### config.mk
export PLATFORM = sky130hd
export DESIGN_NAME = hazard_fwd_ctrl
export DESIGN_NICKNAME = d
export VERILOG_FILES = /design/src/rtl/hazard_pkg.sv /design/src/rtl/hazard_fwd_ctrl_fwd_select.sv /design/src/rtl/hazard_fwd_ctrl.sv
export SDC_FILE = /design/constraint.sdc
export NUM_CORES = 1
export LEC_CHECK = 0
export CAP_MARGIN = 20
export CORE_MARGIN = 2
export CORE_UTILIZATION = 45
export DETAILED_ROUTE_END_ITERATION = 16
export GPL_ROUTABILITY_DRIVEN = 0
export PLACE_DENSITY = 0.78
export SYNTH_ARGS = -nofsm -noshare
export SYNTH_HDL_FRONTEND = slang
export SYNTH_SLANG_ARGS = --single-unit
### constraint.sdc
create_clock -name clk -period 2.1 [get_ports clk]
set_input_delay 0.42 -clock clk [delete_from_list [all_inputs] [get_ports clk]]
set_output_delay 0.42 -clock clk [all_outputs]
set_load 0.03 [all_outputs]
### src/rtl/hazard_pkg.sv
// Shared types for the hazard and forwarding controller.
// Optional perf counters in the top are enabled by HAZARD_PERF_EN.
package hazard_pkg;

    localparam int REG_ADDR_W = 5;
    localparam int FWD_SEL_W  = 2;

    typedef enum logic [FWD_SEL_W-1:0] {
        FWD_RF    = 2'd0,
        FWD_EXMEM = 2'd1,
        FWD_MEMWB = 2'd2
    } fwd_sel_t;

    typedef struct packed {
        logic [REG_ADDR_W-1:0] rd;
        logic                  reg_write;
        logic                  mem_read;
    } stage_info_t;

endpackage

### src/rtl/hazard_fwd_ctrl_fwd_select.sv
// Picks the forwarding source for one ALU operand.
// The producer nearest to EX wins, and x0 never forwards.
module fwd_select
    import hazard_pkg::*;
(
    input  logic [REG_ADDR_W-1:0] src,
    input  logic [REG_ADDR_W-1:0] ex_rd,
    input  logic                  ex_rw,
    input  logic [REG_ADDR_W-1:0] mem_rd,
    input  logic                  mem_rw,
    output fwd_sel_t              sel
);

    logic ex_hit;
    logic mem_hit;

    assign ex_hit  = ex_rw && (ex_rd != '0) && (ex_rd == src);
    assign mem_hit = mem_rw && (mem_rd != '0) && (mem_rd == src);

    always_comb begin
        sel = FWD_RF;
        if (ex_hit) begin
            sel = FWD_EXMEM;
        end else if (mem_hit) begin
            sel = FWD_MEMWB;
        end
    end

endmodule

### src/rtl/hazard_fwd_ctrl.sv
// Load-use stall, branch flush, memory freeze and operand forwarding control.
// Define HAZARD_PERF_EN to add the stall_cycles / flush_count counters.
module hazard_fwd_ctrl
    import hazard_pkg::*;
(
    input  logic                  clk,
    input  logic                  reset,
    input  logic                  id_valid,
    input  logic [REG_ADDR_W-1:0] id_rs1,
    input  logic [REG_ADDR_W-1:0] id_rs2,
    input  logic [REG_ADDR_W-1:0] id_rd,
    input  logic                  id_reg_write,
    input  logic                  id_mem_read,
    input  logic                  ex_branch_taken,
    input  logic                  mem_busy,
    output logic                  pc_stall,
    output logic                  if_id_stall,
    output logic                  if_id_flush,
    output logic                  id_ex_bubble,
    output logic                  pipe_freeze,
    output logic [FWD_SEL_W-1:0]  fwd_a_sel,
    output logic [FWD_SEL_W-1:0]  fwd_b_sel
`ifdef HAZARD_PERF_EN
    ,
    output logic [31:0]           stall_cycles,
    output logic [31:0]           flush_count
`endif
);

    stage_info_t ex_q;
    stage_info_t mem_q;
    stage_info_t wb_q;
    stage_info_t id_info;
    fwd_sel_t    fwd_a_q;
    fwd_sel_t    fwd_b_q;
    fwd_sel_t    sel_a;
    fwd_sel_t    sel_b;

    logic load_use;
    logic freeze;
    logic branch;
    logic lu_stall;
    logic unused_ok;

    assign load_use = id_valid && ex_q.mem_read && ex_q.reg_write
                   && (ex_q.rd != '0)
                   && ((ex_q.rd == id_rs1) || (ex_q.rd == id_rs2));

    assign freeze   = mem_busy;
    assign branch   = ex_branch_taken && !mem_busy;
    assign lu_stall = load_use && !ex_branch_taken && !mem_busy;

    assign pc_stall     = freeze || lu_stall;
    assign if_id_stall  = freeze || lu_stall;
    assign pipe_freeze  = freeze;
    assign if_id_flush  = branch;
    assign id_ex_bubble = branch || lu_stall;

    // Invalid slots enter EX as a clean NOP so they can never match.
    assign id_info.rd        = id_valid ? id_rd : '0;
    assign id_info.reg_write = id_valid && id_reg_write;
    assign id_info.mem_read  = id_valid && id_mem_read;

    fwd_select u_sel_a (
        .src    (id_rs1),
        .ex_rd  (ex_q.rd),
        .ex_rw  (ex_q.reg_write),
        .mem_rd (mem_q.rd),
        .mem_rw (mem_q.reg_write),
        .sel    (sel_a)
    );

    fwd_select u_sel_b (
        .src    (id_rs2),
        .ex_rd  (ex_q.rd),
        .ex_rw  (ex_q.reg_write),
        .mem_rd (mem_q.rd),
        .mem_rw (mem_q.reg_write),
        .sel    (sel_b)
    );

    always_ff @(posedge clk) begin
        if (reset) begin
            ex_q    <= '0;
            mem_q   <= '0;
            wb_q    <= '0;
            fwd_a_q <= FWD_RF;
            fwd_b_q <= FWD_RF;
        end else if (!freeze) begin
            mem_q <= ex_q;
            wb_q  <= mem_q;
            if (branch || lu_stall) begin
                ex_q    <= '0;
                fwd_a_q <= FWD_RF;
                fwd_b_q <= FWD_RF;
            end else begin
                ex_q    <= id_info;
                fwd_a_q <= sel_a;
                fwd_b_q <= sel_b;
            end
        end
    end

    assign fwd_a_sel = fwd_a_q;
    assign fwd_b_sel = fwd_b_q;

    // WB state is kept for debug visibility; nothing downstream consumes it here.
    assign unused_ok = ^{wb_q, mem_q.mem_read};

`ifdef HAZARD_PERF_EN
    always_ff @(posedge clk) begin
        if (reset) begin
            stall_cycles <= '0;
            flush_count  <= '0;
        end else begin
            if (freeze || lu_stall) begin
                stall_cycles <= stall_cycles + 32'd1;
            end
            if (branch) begin
                flush_count <= flush_count + 32'd1;
            end
        end
    end
`endif

endmodule

Word-level counts from Yosys, hierarchy flattened:

Cells that the tools add are included.

* word-level logic and storage cells: 41
* output and inout port bits: 9
* bits in registers: 17
* input bits: 22

* reductions and logical operators: 22
* multiplexer cells: 8
* equality and inequality tests: 4

Operator list (count)
* 5-bit == test: 4
* 1-bit logical AND: 15
* 2-bit two-way mux: 6
* 5-bit nonzero test: 2
* 7-bit two-way mux: 1
* 5-bit two-way mux: 1
* 1-bit logical OR: 3
* 1-bit logical NOT: 2

Logic depth before layout (Yosys ltp):

* depth in word-level cells: 8
* depth in mapped cells: 7
* mapped depth without buffers: 5

Modules after synthesis:

A second synthesis with hierarchy kept.

* cells, all modules: 136
* area total of the unflattened synthesis: 1187.4 um2

Modules (own cells, without submodules)
* hazard_fwd_ctrl: cells each 94, sequential area each 340.3 um2, area an instance 869.6 um2, times used 1
* fwd_select: cells each 21, sequential area each 0.0 um2, area an instance 158.9 um2, times used 2

Worst setup path before layout:

Ideal clock, no wire load.

* kind: register to output
* start point: reg ex_q[4] (netlist bit)
* end point: out id_ex_bubble
* required time: 1.680 ns
* arrival time: 1.581 ns
* path buffers: 2
* stages on the path, launching flop included: 8
* slack: 0.099 ns
* cells stage by stage: dfxtp_1 buf_6 xor2_1 nor2_2 and4_1 o21ai_2 buf_6 a21oi_1

* word-level cells in the longest chain between the ends: 6
* elaborated cells between the ends (all ways): 9
* classes of those cells: eq/ne: 2; reduce/logical: 7

Ends and longest elaborated chain
* start, declared: RTL line hazard_fwd_ctrl.sv:30 `stage_info_t ex_q;`
* start signal, assigned: RTL line hazard_fwd_ctrl.sv:97 `ex_q <= id_info;`
* 5-bit == test / 5-bit nonzero test (equally long branches): RTL line hazard_fwd_ctrl.sv:47, hazard_fwd_ctrl.sv:46
* 1-bit logical OR / 1-bit logical AND (equally long branches): RTL line hazard_fwd_ctrl.sv:47, hazard_fwd_ctrl.sv:46
* 1-bit logical AND *: RTL line hazard_fwd_ctrl.sv:47 `&& ((ex_q.rd == id_rs1) || (ex_q.rd == id_rs2));`
* 1-bit logical AND * (2 in series): RTL line hazard_fwd_ctrl.sv:51 `assign lu_stall = load_use && !ex_branch_taken && !mem_busy;`
* 1-bit logical OR *: RTL line hazard_fwd_ctrl.sv:57 `assign id_ex_bubble = branch || lu_stall;`
* end, declared: RTL line hazard_fwd_ctrl.sv:19 `output logic id_ex_bubble,`

Mark *: on every way between the ends. The rest lies on a longest branch, timed or not.

Worst setup path after layout:

* start point: reg ex_q[6] (netlist bit)
* end point: out pc_stall

* word-level cells in the longest chain between the ends: 6
* elaborated cells between the ends (all ways): 9
* classes of those cells: eq/ne: 2; reduce/logical: 7

Ends and longest elaborated chain
* 5-bit == test / 5-bit nonzero test (equally long branches): RTL line hazard_fwd_ctrl.sv:47, hazard_fwd_ctrl.sv:46
* 1-bit logical OR / 1-bit logical AND (equally long branches): RTL line hazard_fwd_ctrl.sv:47, hazard_fwd_ctrl.sv:46
* 1-bit logical AND *: RTL line hazard_fwd_ctrl.sv:47
* 1-bit logical AND * (2 in series): RTL line hazard_fwd_ctrl.sv:51
* 1-bit logical OR *: RTL line hazard_fwd_ctrl.sv:53 `assign pc_stall = freeze || lu_stall;`
* end, declared: RTL line hazard_fwd_ctrl.sv:16 `output logic pc_stall,`

Marks and branches as above.

==> run metrics <==
run status finished, final reports clean; fin crit share 0.989; die area 0.00252 mm²; Worst Hold Path Cells 1; Pwr per Cell Area 451 mW/mm²; worst hold path type reg2reg; Worst setup EP type output pin; FFs w/ async S/R, synth 0; top post-synthesis cells by area dfxtp_1 35%, xnor2_1 10%, a32o_1 8.3%, xor2_1 8.2%, mux2i_1 6.3%; core area 0.00198 mm²; Worst Setup Slack, final 0.0235 ns; setup violators final 0; drt via density 5.47; max incr delay on CP 0.38 ns; via count 925; count leader, synth dfxtp_1; leak pwr 0.000616 µW; Post-Syn Area 960 µm²; DP Worst Slack -0.190 ns; Synth warnings 0; Endpoint, Worst Hold ex_q[0]$_SDFFE_PP0N_; Synth Instances 101; H-tree levels 1; register share of total power 0.506; clk root buf clkbuf_4; Die H 50.2 µm; r2r setup slk 0.53 ns; Distinct cells, synth 32; Reg-to-Reg Start ex_q[6]$_SDFFE_PP0N_; top cells by count, synth 17 x dfxtp_1, 11 x xnor2_1, 9 x xor2_1; CTS buffer count 3; Yosys top cell area share 0.355; #FFs+latches synth 17; switching share of power 0.272; ratio of cells with drive above 1 in the final layout 0.303; CP cell instances or2_4 -> o41ai_4 -> nor3_2 -> o21ai_4 -> nand2b_1 -> buf_6; GRT Overall Usage 0.201; Total Power 657 µW; Layout Nets 165; Mean Syn Cell Area 9.50 µm²; Clock Skews 0.00147 ns; P_sw 179 µW; Inst Count DP 161; Die X 50.2 µm; Cell Int Power 478 µW; Slowest cell on crit path dfxtp_4; Worst-Skew Late Latency 0.29 ns; worst path required time 1.68 ns; Critical Path AT 1.66 ns; 1st-pass router iterations 4; I/O pin total 31; vias in the first global route 866; WL final 2.53 mm; global-route wire length before repair 3.88 mm; ANT nets after route 0; clock tree buffer depth 2; CTS Sinks 17; Reg clk slew, reported paths 0.10 ns; Crit Path Max Fanout 5; CTS tree done; Port Buffers 30; cell taking the most area after synthesis dfxtp_1; Gate power share 0.224; final slew viol count 0; Syn Nets 123; initial antenna violation count 0; Post-synth EDFFs 0; register area share after synthesis 0.355; R2R cell count 6; Final TNS setup 0 ns; Critical Path Source Type flop; Fmax 482 MHz; grt ovf 0; Max IR drop VDD 476 µV; ant diodes 0; worst slew pin tran 0.622 ns; Max-Slew Margin vs Limit 0.584; Hold-fix buffers, CTS 0; Max-cap violations 0; post-detail-place hpwl 1.76 mm; Hold Violations, Final 0; Non-Filler Instances 169; Hold Crit Start ex_q[0]$_SDFFE_PP0N_; Fin Hold WS 0.476 ns; critical path class reg2out; DRC viols 0; Tmin final 2.08 ns; Area Growth Syn to Fin 51.9%; # fillers 150; Synth Flop Type dfxtp_1; clock share of power 0.270; drt wl/cell 15.0 µm; Crit Reg-Reg Endpoint ex_q[5]$_SDFFE_PP0N_; RSZ-0062 raised after global routing true; Cell Rows 16; initial cell density of the core 0.484; drt initial violations 19; largest net degree at the start of global routing 11
-- worst max-delay path by stage --
stage / startpoint / end / slack [ns] / cells past startpoint
floorplan: ex_q[4]$_SDFFE_PP0N_ / id_ex_bubble / 0.1 / 7
global placement: id_rs2[1] / id_ex_bubble / -0.14 / 7
detailed placement: id_rs2[4] / id_ex_bubble / -0.19 / 7
CTS: ex_q[6]$_SDFFE_PP0N_ / pc_stall / 0.002 / 6
global route: ex_q[6]$_SDFFE_PP0N_ / pc_stall / -0.06 / 6
finish: ex_q[6]$_SDFFE_PP0N_ / pc_stall / 0.02 / 6
-- power groups by stage --
stage / registers (µW) / clock network [µW] / logic (µW)
after floorplan: 338 / 0 / 64.9
after global placement: 342 / 0 / 133
after detailed placement: 342 / 0 / 135
after CTS: 334 / 178 / 140
after global routing: 333 / 195 / 157
final: 332 / 177 / 147
-- cell families (layout without fill, tap and decap cells) --
group	Yosys count	after routing	share of synthesized area
AO/OA/AOI/OAI	18	18	0.172
XOR/XNOR	20	20	0.183
buffers and inverters	11	52	0.0704
flip-flops	17	17	0.355
multiplexers	6	6	0.0626
AND/OR/NAND/NOR	29	29	0.158
-- metrics by stage --
stage          instance area, µm²   util
2_1_floorplan                 960      -
3_3_place_gp                 1320  0.664
3_5_place_dp                 1320  0.664
4_1_cts                      1410  0.709
5_1_grt                      1460  0.735
6_report                     1460  0.735
-- layout by cell type (no fill, tap or decap), types with 4 or more instances in the layout --
cell / synthesis / final
dlygate4sd2_1: 0 / 9
mux2i_1: 6 / 6
xor2_1: 9 / 7
dfxtp_4: 0 / 4
nor2_1: 8 / 8
clkdlybuf4s50_1: 0 / 16
xnor2_1: 11 / 9
a32o_1: 8 / 8
dfxtp_1: 17 / 12
buf_4: 2 / 19
-- worst max-delay path: cells and delay by family (launching register included) --
family	cells	cell delay (ns)
flops	1	0.38
buf+inv	1	0.15
compound gates	2	0.34
simple gates	3	0.49
-- state kept, by name (all words and copies together) (netlist names) --
name,flops
ex_q,7
fwd_a_sel,2
fwd_b_sel,2
mem_q,6
-- area by class of cell --
class / instances / area (µm²) / area share
well taps: 27 / 33.8 / 0.0232
clock inverters: 1 / 5.00 / 0.00343
flip-flops and latches: 17 / 357 / 0.245
multi-input cells: 73 / 621 / 0.426
inverters: 1 / 3.75 / 0.00258
repair buffers: 47 / 415 / 0.285
clock buffers: 3 / 22.5 / 0.0155
-- layer usage --
layer	track usage	wire length [µm]	up-vias	part of all wire
met1	0.282	1130	447	0.45
met2	0.318	1260	33	0.50
li1	-	-	443	-
met5	0	0	-	0
met4	0.0694	17	0	0.0067
met3	0.0208	118	2	0.047
-- what timing repair did --
action / 4_1_cts / 5_1_grt
setup endpoints to repair: 3 / 3
resized for setup: 21 / 11
pin swaps: 9 / 2
buffers inserted: 4 / 0
Power figures use the tool's default switching activity.
